--- src/rtl/disp_src_sel.sv ---
// disp_src_sel: selects one of NCH digit sources for the 7-segment path.
// The alarm button steps the channel. After TIMEOUT ticks without a press,
// the display returns to channel 0. While a non-default channel is shown,
// the blank output blinks on each tick.
module disp_src_sel #(
  parameter int WIDTH   = 4,
  parameter int NCH     = 4,
  parameter int SELW    = 2,
  parameter int TIMEOUT = 10
) (
  input  logic                   clk,
  input  logic                   reset,
  input  logic                   tick,
  input  logic                   buttonalam,
  input  logic                   blink_en,
  input  logic [NCH*WIDTH-1:0]   src,
  output logic [WIDTH-1:0]       num,
  output logic [SELW-1:0]        sel,
  output logic                   blank
);

  localparam logic [SELW-1:0] LAST_CH = SELW'(NCH - 1);
  localparam logic [7:0]      TC_LAST = 8'(TIMEOUT - 1);

  logic             btn_q, btn_d;
  logic [SELW-1:0]  sel_q, sel_d;
  logic [7:0]       tcnt_q, tcnt_d;
  logic             bph_q, bph_d;
  logic [WIDTH-1:0] num_q, num_d;
  logic             press;
  logic             timeout_hit;

  // Rising-edge press detect. btn_q resets high, so a button held across reset is ignored.
  always_comb begin
    btn_d       = buttonalam;
    press       = buttonalam & ~btn_q;
    timeout_hit = tick && (sel_q != '0) && (tcnt_q == TC_LAST) && !press;
  end

  // Channel stepping with wrap; a press takes priority over the timeout return.
  always_comb begin
    sel_d = sel_q;
    if (press) begin
      sel_d = (sel_q == LAST_CH) ? '0 : sel_q + SELW'(1);
    end else if (timeout_hit) begin
      sel_d = '0;
    end
  end

  // Inactivity counter: idle on channel 0, restarted by a press or a timeout.
  always_comb begin
    tcnt_d = tcnt_q;
    if (press || (sel_q == '0) || timeout_hit) begin
      tcnt_d = '0;
    end else if (tick) begin
      tcnt_d = tcnt_q + 8'd1;
    end
  end

  // Blink phase: toggles on tick and is held clear whenever blinking does not apply.
  always_comb begin
    bph_d = bph_q;
    if (press || (sel_q == '0) || !blink_en || timeout_hit) begin
      bph_d = 1'b0;
    end else if (tick) begin
      bph_d = ~bph_q;
    end
  end

  // Digit mux driven from the registered channel, giving one cycle of latency.
  always_comb begin
    num_d = '0;
    for (int i = 0; i < NCH; i++) begin
      if (sel_q == SELW'(i)) begin
        num_d = src[i*WIDTH +: WIDTH];
      end
    end
  end

  // State registers with synchronous reset.
  always_ff @(posedge clk) begin
    if (reset) begin
      btn_q  <= 1'b1;
      sel_q  <= '0;
      tcnt_q <= '0;
      bph_q  <= 1'b0;
      num_q  <= '0;
    end else begin
      btn_q  <= btn_d;
      sel_q  <= sel_d;
      tcnt_q <= tcnt_d;
      bph_q  <= bph_d;
      num_q  <= num_d;
    end
  end

  assign num   = num_q;
  assign sel   = sel_q;
  assign blank = bph_q;

endmodule

--- config.mk ---
export PLATFORM = sky130hd
export DESIGN_NAME = disp_src_sel
export DESIGN_NICKNAME = d
export VERILOG_FILES = /design/src/rtl/disp_src_sel.sv
export SDC_FILE = /design/constraint.sdc
export NUM_CORES = 1
export LEC_CHECK = 0
export CAP_MARGIN = 20
export CORE_AREA = 2 2 46 48
export DETAILED_ROUTE_END_ITERATION = 7
export DIE_AREA = 0 0 48 50
export PLACE_DENSITY = 0.81
export SLEW_MARGIN = 20
export SYNTH_ARGS = -nofsm -noshare
export SYNTH_HDL_FRONTEND = slang
export SYNTH_SLANG_ARGS = --single-unit
--- constraint.sdc ---
create_clock -name clk -period 4.25 [get_ports clk]
set_input_delay 0.85 -clock clk [delete_from_list [all_inputs] [get_ports clk]]
set_output_delay 0.85 -clock clk [all_outputs]
set_load 0.01 [all_outputs]
==> impl_results.md <==
* Switching power at roughly 0.068 mW
* Post-cts sizing count at 0
* Maxcap violations at 0
* Detail Route Antenna Nets at 0
* Die W at around 48 um
* Worst Path Class, Setup: flop to flop
* Mapped Cells at 94
* Die H at 50 um
* CP arrival at 2.58 ns
* Clock-pin slew on the worst setup and hold paths at about 0.09 ns
* Fin Clk Skew at 0.004695 ns
* Hpwl dp at about 1300 um
* Initial core utilization at approximately 44%
* Synthesis-to-layout area growth at 37.26%
* 1st-iter DRT viols at 11
* Core Util, Final at 60.59%
* WL/cell at around 11 um
* Synth warnings at 0
* R2R Setup Slk at ~1.8 ns
* Gr usage total at ~15%
* Drt drc at 0
* N_diodes at 0
* Slew headroom at between 40 and 50%
* Period utilisation layout at a little under three fifths
* RR Startpoint: sel[0]$_SDFFE_PP0P_
* Total routed wirelength at about 1700 um
* Setup WS post-layout at around 1.8 ns
* Worst R2R End: sel[1]$_SDFFE_PP0P_
* Gpl congestion at approximately 0.74
* Pwr/cell area at 268.2 nW/um^2
* Worst vdd ir at approximately 170 uV
* CTS Sinks at 16
* Initial antenna violation count at 0
* CTS Buf Count at 3
* Clock share of power at about a third
* Postcts setup bufs at 0
* Fmax at just over 400 MHz
* Fin crit period at about 2.4 ns
* CTS tree: done
* Synth cell types at 28
* FFs w/ async S/R, synth at 0%
* PortBufs at 27
* Die ar. at roughly 2400 sq um
* IO Pins at 28
* Fin. Hold Viols at 0
* CTS H-Tree Depth at 1
* Cell Area, Synth at about 840 sq um
* Int Pwr at between 0.2 and 0.25 mW
* Syn Nets at ~120
* EDFF count, synth at 0
* Vias in the first global route at 637
* Hold EP: tcnt_q[7]$_SDFFE_PP0P_
* Reg power frac at 50.7%
* Hold WC Path Type: flop to flop
* Drt via density at just over 5
* Dpl ws at roughly 1.5 ns
* Sequential area share after synthesis at between 30% and 40%
* Setup crit start kind: flop
* Cell Rows at 16
* Leakage Power at between 0.4 and 0.5 nW
* Synth Flop Type: dfxtp_1
* Fraction of layout cells with a size suffix above 1 at under 10%
* Required time worst endpoint at 4.39 ns
* Hold-critical path depth at 2
* Status: finished clean
* Setup Viol. Count Final at 0
* Synthesized flop and latch total at 16
* Slew of the pin with the lowest slew margin at around 0.8 ns
* Pwr Total at ~0.3 mW
* R2R depth at 5
* First-pass GRT wire length at 2615 um
* Nets at roughly 150
* RSZ-0062 raised after global routing: false
* Average cell area after synthesis at between 8 and 9 sq um
* Hold Path Origin: tcnt_q[7]$_SDFFE_PP0P_
* Pins Over Slew Limit at 0
* Final TNS setup at 0 ns
* Core ar. at 1902 sq um
* Root Buffer: clkbuf_4
* Worst-path fanout max at 14
* Hold_ws at 0.5017 ns
* Crit end category: flop
* Via count at approximately 750
* Max clock buf depth at 2
* GR Overflow Total at 0
* Insertion delay to the later sink of the worst-skew pair at approximately 0.28 ns
* Largest net degree at the start of global routing at 15
* CTS hold repair buffers at 0
* Switching portion of total power at 22.13%
* Logic gate share of total power at 17.5%
* Detailed Routing Iterations Pass 1 at 4
[sequential cells by signal (all words and copies together) (netlist names)]
signal,cells
tcnt_q,8
num,4
sel,2
blank,1
btn_q,1
[per-layer routing]
| layer | vias to the layer above | track usage [%] | wire length, um |
|---|---|---|---|
| met3 | 2 | 4.029 | 173 |
| met4 | 0 | 4.054 | 19 |
| met2 | 27 | 24.67 | 733 |
| li1 | 389 | - | - |
| met1 | 330 | 18.08 | 750 |
| met5 | - | 0 | 0 |
[worst max-delay path: stages (launching register included)]
cell,delay (ns)
dfxtp_1,0.40
inv_1,0.10
ha_1,0.37
or4b_1,0.54
o311ai_2,0.71
o32ai_2,0.17
[per-stage QoR]
step | cell area [sq um] | cells
final | 1152 | 147
after global routing | 1152 | 147
after detailed placement | 1116 | 143
after floorplan | 839.6 | 94
after CTS | 1152 | 147
after global placement | 1116 | 143
[worst max path at each step]
stage	cells after the start	endpoint	from
final	5	sel[1]$_SDFFE_PP0P_	sel[0]$_SDFFE_PP0P_
after global routing	5	tcnt_q[1]$_SDFFE_PP0P_	sel[0]$_SDFFE_PP0P_
after CTS	5	sel[1]$_SDFFE_PP0P_	sel[0]$_SDFFE_PP0P_
after detailed placement	4	sel[1]$_SDFFE_PP0P_	tick
after global placement	4	sel[1]$_SDFFE_PP0P_	tick
after floorplan	4	tcnt_q[7]$_SDFFE_PP0P_	tick
[cell type report]
type / instances / area [sq um]
well taps: 27 / 33.78
multi-input cells: 64 / 457.9
fillers: 163 / 749.5
inverters: 9 / 33.78
repair buffers: 27 / 270.3
flip-flops and latches: 16 / 320.3
clock buffers: 4 / 36.28
[kinds of logic after synthesis]
logic type	synth area share (%)
flops	38.15
buf+inv	7.301
xor+xnor	5.216
fa+ha+maj	8.942
simple gates	20.57
compound gates	19.82
[power groups by stage]
stage / combinational (mW) / clock (mW) / sequential (mW)
finish: 0.0542 / 0.0980 / 0.157
global route: 0.0594 / 0.112 / 0.158
detailed placement: 0.0546 / 0 / 0.160
floorplan: 0.0228 / 0 / 0.162
global placement: 0.0541 / 0 / 0.160
CTS: 0.0549 / 0.101 / 0.157
[synth_stat cells, types with 3 or more instances]
cell / instances / area, sq um
inv_1: 9 / 33.78
a21oi_1: 8 / 40.04
nand3b_1: 4 / 30.03
ha_1: 6 / 75.07
clkbuf_1: 3 / 11.26
or3_1: 3 / 18.77
xor2_1: 4 / 35.03
a211oi_1: 3 / 22.52
dfxtp_1: 16 / 320.3
nor3_1: 5 / 25.02
a221o_1: 4 / 40.04
nand2_1: 8 / 30.03
nand3_1: 3 / 15.01
[cell usage in the layout (no fill, tap or decap), types with 2 or more instances in the layout]
cell / instances
clkdlybuf4s50_1: 27
dfxtp_1: 16
inv_1: 9
a21oi_1: 8
nand2_1: 8
ha_1: 6
nor3_1: 5
nand3b_1: 4
a221o_1: 4
xor2_1: 4
or3_1: 3
nand3_1: 3
a211oi_1: 3
clkbuf_4: 3
or4_1: 2
nand4_1: 2
o21ai_0: 2
Power figures use the tool's default switching activity.
